File: config.mk
export PLATFORM = sky130hd
export DESIGN_NAME = mat_operand_loader
export DESIGN_NICKNAME = d
export VERILOG_FILES = /design/src/rtl/mat_operand_loader_pkg.sv /design/src/rtl/mat_operand_loader.sv
export SDC_FILE = /design/constraint.sdc
export NUM_CORES = 1
export LEC_CHECK = 0
export CORE_UTILIZATION = 41
export CTS_CLUSTER_SIZE = 12
export DETAILED_ROUTE_END_ITERATION = 16
export PLACE_DENSITY = 0.7
export SYNTH_ARGS = -nofsm -noshare
export SYNTH_HDL_FRONTEND = slang
export SYNTH_SLANG_ARGS = --single-unit
File: constraint.sdc
create_clock -name clk -period 1.6 [get_ports clk]
set_input_delay 0.48 -clock clk [delete_from_list [all_inputs] [get_ports clk]]
set_output_delay 0.48 -clock clk [all_outputs]
set_load 0.03 [all_outputs]
File: src/rtl/mat_operand_loader_pkg.sv
// Shared matrix package: loader FSM state encoding, default operand geometry
// and the index-width helper used by the multiply datapath and its loader.
package mat_operand_loader_pkg;

  typedef enum logic [1:0] {
    IDLE   = 2'd0,
    LOAD_W = 2'd1,
    LOAD_X = 2'd2,
    FLUSH  = 2'd3
  } ld_state_t;

  localparam int W_LAST_DEF = 35;
  localparam int X_LAST_DEF = 5;
  localparam int DATA_W_DEF = 8;

  // Width of an index that must reach `last`; never narrower than one bit.
  function automatic int idx_w(input int last);
    return (last < 1) ? 1 : $clog2(last + 1);
  endfunction

endpackage

File: src/rtl/mat_operand_loader.sv
// Streams one frame of operands into the consumer's weight bank (A+1 entries)
// followed by its vector bank (B+1 entries), checking s_last framing.
//
// state  | meaning
// IDLE   | waiting for start; s_ready low
// LOAD_W | accepting weight operands, wc = next weight address
// LOAD_X | accepting vector operands, xc = next vector address
// FLUSH  | final vector strobe is out; report done or err, return to IDLE
module mat_operand_loader
  import mat_operand_loader_pkg::*;
#(
  parameter int A      = W_LAST_DEF,
  parameter int B      = X_LAST_DEF,
  parameter int DATA_W = DATA_W_DEF
) (
  input  logic                  clk,
  input  logic                  rst,
  input  logic                  start,
  input  logic                  s_valid,
  input  logic [DATA_W-1:0]     s_data,
  input  logic                  s_last,
  output logic                  s_ready,
  output logic                  w_we,
  output logic [idx_w(A)-1:0]   w_addr,
  output logic [DATA_W-1:0]     w_data,
  output logic                  x_we,
  output logic [idx_w(B)-1:0]   x_addr,
  output logic [DATA_W-1:0]     x_data,
  output logic                  busy,
  output logic                  done,
  output logic                  err
);

  localparam int WA = idx_w(A);
  localparam int XA = idx_w(B);
  localparam logic [WA-1:0] WC_LAST = WA'(A);
  localparam logic [XA-1:0] XC_LAST = XA'(B);

  ld_state_t     state;
  logic [WA-1:0] wc;
  logic [XA-1:0] xc;
  logic          last_ok;
  logic          xfer;

  // Handshake and status decode straight from the state register.
  assign s_ready = (state == LOAD_W) || (state == LOAD_X);
  assign busy    = (state != IDLE);
  assign xfer    = s_valid && s_ready;

  // Frame sequencing with registered write strobes and status pulses.
  always_ff @(posedge clk or posedge rst) begin
    if (rst) begin
      state   <= IDLE;
      wc      <= '0;
      xc      <= '0;
      last_ok <= 1'b0;
      w_we    <= 1'b0;
      w_addr  <= '0;
      w_data  <= '0;
      x_we    <= 1'b0;
      x_addr  <= '0;
      x_data  <= '0;
      done    <= 1'b0;
      err     <= 1'b0;
    end else begin
      w_we <= 1'b0;
      x_we <= 1'b0;
      done <= 1'b0;
      err  <= 1'b0;
      case (state)
        IDLE: begin
          // A start landing on the done/err cycle belongs to the old frame.
          if (start && !done && !err) begin
            state <= LOAD_W;
            wc    <= '0;
            xc    <= '0;
          end
        end
        LOAD_W: begin
          if (xfer) begin
            w_we   <= 1'b1;
            w_addr <= wc;
            w_data <= s_data;
            if (wc != WC_LAST) wc <= wc + WA'(1);
            if (s_last) begin
              err   <= 1'b1;
              state <= IDLE;
            end else if (wc == WC_LAST) begin
              state <= LOAD_X;
            end
          end
        end
        LOAD_X: begin
          if (xfer) begin
            x_we   <= 1'b1;
            x_addr <= xc;
            x_data <= s_data;
            if (xc != XC_LAST) xc <= xc + XA'(1);
            if (xc == XC_LAST) begin
              last_ok <= s_last;
              state   <= FLUSH;
            end else if (s_last) begin
              err   <= 1'b1;
              state <= IDLE;
            end
          end
        end
        FLUSH: begin
          done  <= last_ok;
          err   <= !last_ok;
          state <= IDLE;
        end
        default: state <= IDLE;
      endcase
    end
  end

endmodule

# After elaboration in Yosys (flattened, before gate mapping)
# Cells that the tools add are included.
dict set report totals {
  regBits 41
  out_inout_bits 31
  word_cells 70
}
dict set report op_classes {
  addsub 2
  eq_ne 14
  muxes 25
  n_reduce_logical 17
}
# op n
set ops {}
lappend ops {{6-bit 2-to-1 mux} 3}
lappend ops {{2-bit 2-to-1 mux} 7}
lappend ops {{6-bit case mux with 2 select lines} 1}
lappend ops {{3-bit 2-to-1 mux} 3}
lappend ops {{1-bit 2-to-1 mux} 8}
lappend ops {{2-bit case mux with 4 select lines} 1}
lappend ops {{4-bit AND reduction} 2}
lappend ops {{6-bit by 1-bit adder with 6-bit output (second input constant)} 1}
lappend ops {{6-bit equality test (second input constant)} 1}
lappend ops {{2-bit inequality test (second input constant)} 3}
lappend ops {{3-bit by 2-bit inequality test with 1-bit output (second input constant)} 2}
lappend ops {{6-bit inequality test (second input constant)} 1}
lappend ops {{3-bit case mux with 2 select lines} 1}
lappend ops {{2-bit nonzero test} 3}
lappend ops {{5-bit AND reduction} 1}
lappend ops {{2-bit equality test (second input constant)} 2}
lappend ops {{2-bit by 1-bit inequality test with 1-bit output (second input constant)} 2}
lappend ops {{2-bit AND reduction} 2}
lappend ops {{3-bit by 1-bit adder with 3-bit output (second input constant)} 1}
lappend ops {{3-bit equality test (second input constant)} 1}
lappend ops {{1-bit logical AND} 3}
lappend ops {{1-bit zero test} 3}
lappend ops {{3-bit inequality test (second input constant)} 1}
lappend ops {{1-bit case mux with 3 select lines} 1}
lappend ops {{other kinds (4)} 4}

# Logic depth before layout (Yosys ltp)
# Gate-level depths: netlist of run 1.
dict set report depth {
  depth_word 5
  depth_mapped 7
  depth_no_buf 6
}

# Least setup slack after synthesis of run 1
# No wires, ideal clock.
dict set report synth_timing {
  kind {reg2reg}
  start {register state[0]}
  end {register state[0]}
  arrival_ns 1.660
  setup_slack_ns -0.186
  stages_incl_launch_ff 7
  period_less_slack_ns 1.786
  path_cell_list {dfrtp_1 -> inv_1 -> ha_1 -> nand2_1 -> o21a_1 -> a211o_1 -> mux2i_1}
}
dict set report synth_via {
  elab_chain_len 5
}
# item line
set synth_rtl {}
lappend synth_rtl {{start: declaration} mat_operand_loader.sv:39} ;# ld_state_t state;
lappend synth_rtl {{start signal: assignment} mat_operand_loader.sv:53} ;# state <= IDLE;
lappend synth_rtl {{start signal: assignment} mat_operand_loader.sv:74} ;# state <= LOAD_W;
lappend synth_rtl {{start signal: assignment} mat_operand_loader.sv:87} ;# state <= IDLE;
lappend synth_rtl {{2-bit by 1-bit equality test with 1-bit output or 2-bit equality test (tied branches)} mat_operand_loader.sv:46} ;# assign s_ready = (state == LOAD_W) || (state == LOAD_X);
lappend synth_rtl {{1-bit logical OR *} mat_operand_loader.sv:46}
lappend synth_rtl {{named net s_ready} mat_operand_loader.sv:22} ;# output logic s_ready,
lappend synth_rtl {{1-bit logical AND *} mat_operand_loader.sv:48} ;# assign xfer = s_valid && s_ready;
lappend synth_rtl {{2-bit inequality test (no line)} -}
lappend synth_rtl {{5-bit AND reduction (no line) *} -}
# Mark *: on every way through the listed nets, which the timed path passes. The rest lies on a longest branch.
# A chain may end at the register's enable or synchronous reset.

# Worst setup path after layout of run 1
dict set report layout_timing {
  start {register state[0]}
  end {output s_ready}
}
dict set report layout_via {
  elab_chain_len 2
}
# item line
set layout_rtl {}
lappend layout_rtl {{2-bit by 1-bit equality test with 1-bit output or 2-bit equality test (tied branches)} mat_operand_loader.sv:46}
lappend layout_rtl {{1-bit logical OR *} mat_operand_loader.sv:46}
lappend layout_rtl {{end: declaration} mat_operand_loader.sv:22}
# Mark *: on every way between the ends. The rest lies on a longest branch, timed or not.

==> impl_metrics.yaml, run 1 <==
route:
  post_drt_wl_per_cell_um: 13.8
  vias: 1532
  viasPerCell: 5.06
  drt-total-wl_um: 4190
  antenna_left: 0
  firstDrtPassIters: 4
  drt_iter0_markers: 72
  drc: 0
clock_network:
  clock_latency_ps: 290
  path_clk_slew_ps: 80
  clock_sinks: 41
  cts-root-buf: "clkbuf_8"
  cts_buffers: 5
  htree_num_levels: 2
  cts_tree: "built"
  clockBufferDepth: 2
  hold_buffers: 0
sta:
  fmax_mhz: 608
  setup_viol: 2
  final-hold-violation-count: 0
  layout_setup_ws_ps: -45.7
  finalCritPeriodShare: 1.03
  fin_tns_setup_ps: -71.2
  maxSlewHeadroom: 0.771
  rsz0062_at_grt: "true"
  period_minus_slack_ps: 1650
  tightest_slew_ps: 345
  clock_skew_ps: 7.01
  finalMaxSlewViolations: 0
synthesis:
  netlist_instances: 173
  synthesis.area_sq_um: 1890
  yosysMostFrequentCell: "nand2_1"
  yosys-top-cells-area: "dfrtp_1 54%, mux2_2 8.9%, nand2_1 8.7%"
  synth_top_area_cell: "dfrtp_1"
  synthMuxAreaShare: 0.110
  synth-simple-area-share: 0.186
  synth_enable_flop_cells: 0
  async_reset_ff_frac: 1.00
  ys_seq_elements: 41
  yosysWarnings: 0
  synth_compound_area_frac: 0.0859
  synth_xor_area_frac: 0
  seq_area_frac_synth: 0.542
  yosys-top-cells-count: "44 x nand2_1, 41 x dfrtp_1, 15 x mux2_2, 8 x ha_1"
  synth_top_area_frac: 0.542
  synth_top_family_by_area: "simple AND/OR/NAND/NOR gates"
  synth_fp_nets: 194
  synth_cell_types: 33
  synth.avg_cell_area_sq_um: 10.9
  yosys.area_share.adder: 0.0528
  synthFlopType: "dfrtp_1"
status:
  status: "complete, but fails checks"
  violations: "negative setup slack"
global_route:
  met3_usage: 0.0317
  grt_overflow_total: 0
  top_usage_layer: "met2"
  grt_max_degree: 42
  grt_util_met1: 0.238
  grt_antenna_before_repair: 0
  grt_pass1_wl_um: 7150
  grt_use_met2: 0.310
  first_global_vias: 1577
  grt_usage: 0.185
place:
  globalplace.congestion: 0.789
  io_buffers: 43
  place_hpwl_um: 2930
power_and_ir_drop:
  peakVddDrop_mv: 0.971
  netSwitchingPower_uw: 2060
  powerDensity_nw_per_um2: 1870
  intPower_uw: 3120
  p_clk_frac: 0.167
  comb_power_share: 0.530
  switching_share: 0.398
  leakage_uw: 0.00142
  seq_power_share: 0.303
setup_path:
  crit_required_ps: 1120
  critPathMaxFanout: 3
  critPathArrivalTime_ps: 1170
  critical_path_class: "reg -> out"
  endpoint_kind: "output port"
  cp-start-kind: "flip-flop"
floorplan:
  die_h_um: 70.0
  die-area_sq_um: 4900
  start_util: 0.432
  die_w_um: 70.0
  core-area_sq_um: 4380
  pin_count: 44
  rows: 24
min_path:
  hold_class: "reg -> reg"
cells_and_area:
  finalNetCount: 271
  area_delta_synth_final_pct: 46.0
  finish.utilization: 0.631
  antenna_cells: 0
  drive_above_1_share: 0.303
flow_run:
  maxCapViolCount: 0
-- per-stage QoR --
stage                     total power, uW  hold slack [ps]  std cells  setup slack [ps]  cell area (sq um)
final                                5180              474        303             -45.7               2770
after global routing                 5490              500        303             -74.3               2770
after CTS                            5110              481        301             -33.3               2720
after detailed placement             4310              465        287              -483               2580
after floorplan                      3210              461        173              6.24               1910
after global placement               4240              458        287              -446               2580
-- per-layer routing --
metal  up-vias  share of wire
met1       752           0.45
li1        750              -
met5         -              0
met2        24           0.51
met4         0          0.013
met3         6          0.025
-- logic make-up (layout without fill, tap and decap cells) --
kind of cell | after synthesis | after routing
and+or+nand+nor | 73 | 73
DFF | 41 | 41
AOI/OAI and AO/OA | 21 | 21
muxes | 19 | 19
buffers and inverters | 11 | 89
adders and majority gates | 8 | 8
-- power groups by stage --
stage / registers, uW / clock network (uW) / logic, uW
global route: 1620 / 931 / 2940
global placement: 1590 / 0 / 2650
floorplan: 2190 / 0 / 1020
CTS: 1570 / 887 / 2650
detailed placement: 1610 / 0 / 2700
finish: 1570 / 864 / 2750
-- worst paths after layout --
path                            cells past startpoint               endpoint  slack, ps                  start
worst min-delay path                                2  x_data[2]$_DFFE_PP0P_        470  x_data[2]$_DFFE_PP0P_
worst max-delay path                                3                s_ready        -50   state[0]$_DFFE_PP0P_
worst min register to register                      2  x_data[2]$_DFFE_PP0P_        470  x_data[2]$_DFFE_PP0P_
max in group asynchronous                           3          err$_DFF_PP0_        830                    rst
min in group asynchronous                           3         x_we$_DFF_PP0_        560                    rst
worst max register to register                      5  w_data[5]$_DFFE_PP0P_          0   state[0]$_DFFE_PP0P_
-- flip-flops by register name (all words and copies together), names as in the netlist --
name / cells
done: 1
wc: 6
x_addr: 3
err: 1
last_ok: 1
xc: 3
w_addr: 6
x_data: 8
w_data: 8
state: 2
x_we: 1
w_we: 1
-- critical path: stages, from the launching register on --
cell and delay (ps):
dfrtp_1 400, inv_2 80, ha_4 280, buf_6 120
-- cell type report --
| type | count | area (sq um) |
|---|---|---|
| Sequential cell | 41 | 1030 |
| Clock buffer | 6 | 82.6 |
| Timing Repair Buffer | 74 | 663 |
| Clock inverter | 2 | 37.5 |
| Tap cell | 52 | 65.1 |
| Multi-Input combinational cell | 121 | 865 |
| Inverter | 7 | 26.3 |
| Fill cell | 388 | 1620 |
-- layout by cell type (no fill, tap or decap), types with 2 or more instances in the layout --
cell type         n
nand2_1          43
dfrtp_1          41
dlygate4sd2_1    30
buf_4            27
mux2_2           15
clkdlybuf4s50_1  10
nand3_1           6
ha_1              6
clkbuf_8          6
inv_2             4
nand2b_1          4
mux2i_1           4
o211ai_1          4
buf_6             4
inv_1             3
or2_2             3
a22o_1            3
o21ai_0           3
nor2_1            2
nor3b_1           2
nand4b_1          2
buf_12            2
-- repair_timing --
item | in CTS | in global routing
gates resized for setup | 36 | 9
setup buffers | 6 | 2
endpoints found under the setup margin | 43 | 29
pin swaps | 2 | 6
Power figures use the tool's default switching activity.
==> run 2: changes to the inputs <==
GPL_ROUTABILITY_DRIVEN = 1   (was default)
PLACE_DENSITY = 0.68   (was 0.7)
clock period = 1.95 ns   (was 1.6 ns; I/O delays follow)
==> run 2 against run 1 <==
  * The run now ends clean
  * Non-clock buffer count down 21
  * Core utilization down 3.6 points
  * Sequential power down 15%
  * Combinational power down 26%
  * Clock power down 17%
  * Design area down 5.7%
  * Critical path depth down 2
  * Largest cell class unchanged
==> impl_metrics.yaml, run 2 (synthesis results as in run 1) <==
min_path:
  hold_class: "reg -> reg"
  hold_depth: 2
  holdPathEnd: "x_data[7]$_DFFE_PP0P_"
  hold_start: "x_data[7]$_DFFE_PP0P_"
power_and_ir_drop:
  peakVddDrop_mv: 0.660
  powerDensity_nw_per_um2: 1570
  leakage_uw: 0.00127
place:
  place_hpwl_um: 2700
  io_buffers: 43
  globalplace.congestion: 0.753
  post-place-ws_ps: -246
  dpl_cell_area_sq_um: 2470
cells_and_area:
  antenna_cells: 0
  layout_commonest_cell: "nand2_1"
  finalInstanceArea_sq_um: 2610
  area_delta_synth_final_pct: 37.7
  layout_common_cells: "44 x nand2_1, 41 x dfrtp_1, 37 x clkdlybuf4s50_1"
  drive_above_1_share: 0.191
  finalNetCount: 250
  finish.utilization: 0.595
  largestRegisters: "w_data: 8 flops, x_data: 8 flops"
  fillerInstances: 370
global_route:
  grt_antenna_before_repair: 0
  grt_pass1_wl_um: 6270
  met3_usage: 0.0361
  top_usage_layer: "met2"
  grt_overflow_total: 0
  first_global_vias: 1301
  grt_use_met2: 0.264
  grt_util_met1: 0.220
  grt_max_degree: 42
  grt_usage: 0.165
setup_path:
  critPathMaxFanout: 2
  crit_required_ps: 1360
  crit_family: "buffers and inverters"
  rr_endpoint: "state[0]$_DFFE_PP0P_"
  path_cells: "clkdlybuf4s50_1"
  critPathBufInv: 1
  critical_path_class: "reg -> out"
  worstReg2RegStart: "state[1]$_DFFE_PP0P_"
  cp-start-kind: "flip-flop"
  r2r_cells: 6
  endpoint_kind: "output port"
  crit_slowest_cell: "clkdlybuf4s50_1"
  critPathMaxStageDelay_ps: 680
  ff2ff_setup_slack_ps: 150
  critPathArrivalTime_ps: 1330
clock_network:
  cts_tree: "built"
  clock_sinks: 41
  cts_buffers: 5
  clockBufferDepth: 2
  clock_latency_ps: 290
  cts-root-buf: "clkbuf_8"
  htree_num_levels: 2
  path_clk_slew_ps: 80
floorplan:
  die_h_um: 70.0
  rows: 24
  start_util: 0.432
  die_w_um: 70.0
  die-area_sq_um: 4900
  core-area_sq_um: 4380
  pin_count: 44
sta:
  finalCritPeriodShare: 0.981
  final-hold-violation-count: 0
  setup_viol: 0
  period_minus_slack_ps: 1910
  clock_skew_ps: 10.1
  rsz0062_at_grt: "false"
  finalMaxSlewViolations: 0
  tightest_slew_ps: 531
  hold_slack_ps: 474
  layout_setup_ws_ps: 38.0
  maxSlewHeadroom: 0.642
  fmax_mhz: 523
route:
  drc: 0
  antenna_left: 0
  firstDrtPassIters: 5
  post_drt_wl_per_cell_um: 13.5
  drt_iter0_markers: 56
  vias: 1404
  viasPerCell: 4.98
  drt-total-wl_um: 3800
status:
  status: "completed"
flow_run:
  maxCapViolCount: 0
==> run 2: area by class of cell <==
class | count | area (sq um) | share of cell area
inverter | 7 | 26.3 | 0.0101
clock inverter | 2 | 37.5 | 0.0144
sequential | 41 | 1030 | 0.393
clock buffer | 6 | 82.6 | 0.0317
timing repair buffer | 53 | 536 | 0.205
tap | 52 | 65.1 | 0.0249
multi-input combinational | 121 | 836 | 0.320
==> run 2: metrics by stage <==
step,power [uW],std cells,setup TNS [ps]
4_1_cts,4110,282,0
5_1_grt,4320,282,0
3_3_place_gp,3350,274,-1420
3_5_place_dp,3380,274,-1600
6_report,4090,282,0
2_1_floorplan,2580,173,0
==> run 2: how the worst max path moves through the flow <==
stage | from | end | cells past startpoint
after floorplan | state[0]$_DFFE_PP0P_ | state[0]$_DFFE_PP0P_ | 6
after global placement | start | xc[1]$_DFFE_PP0P_ | 5
after detailed placement | start | xc[0]$_DFFE_PP0P_ | 5
after CTS | err$_DFF_PP0_ | err | 1
after global routing | w_addr[0]$_DFFE_PP0P_ | w_addr[0] | 1
final | w_addr[0]$_DFFE_PP0P_ | w_addr[0] | 1
==> run 2: power by group <==
group	total, uW	internal (uW)	leakage (uW)	switching, uW
combinational	2040	934	0.000673	1110
sequential	1340	1140	0.000536	197
clock	713	416	0.0000574	297
==> run 2: metal layers <==
layer  up-vias  part of all wire
met1       681              0.46
met4         0             0.010
li1        698                 -
met5         -                 0
met3         4             0.036
met2        21              0.49
==> run 2: timing repair <==
action | in CTS | in global routing
gates resized for setup | 1 | 5
endpoints found under the hold margin | 0 | 0
setup endpoints to repair | 1 | 6
setup buffers | 0 | 0
hold buffers | 0 | 0
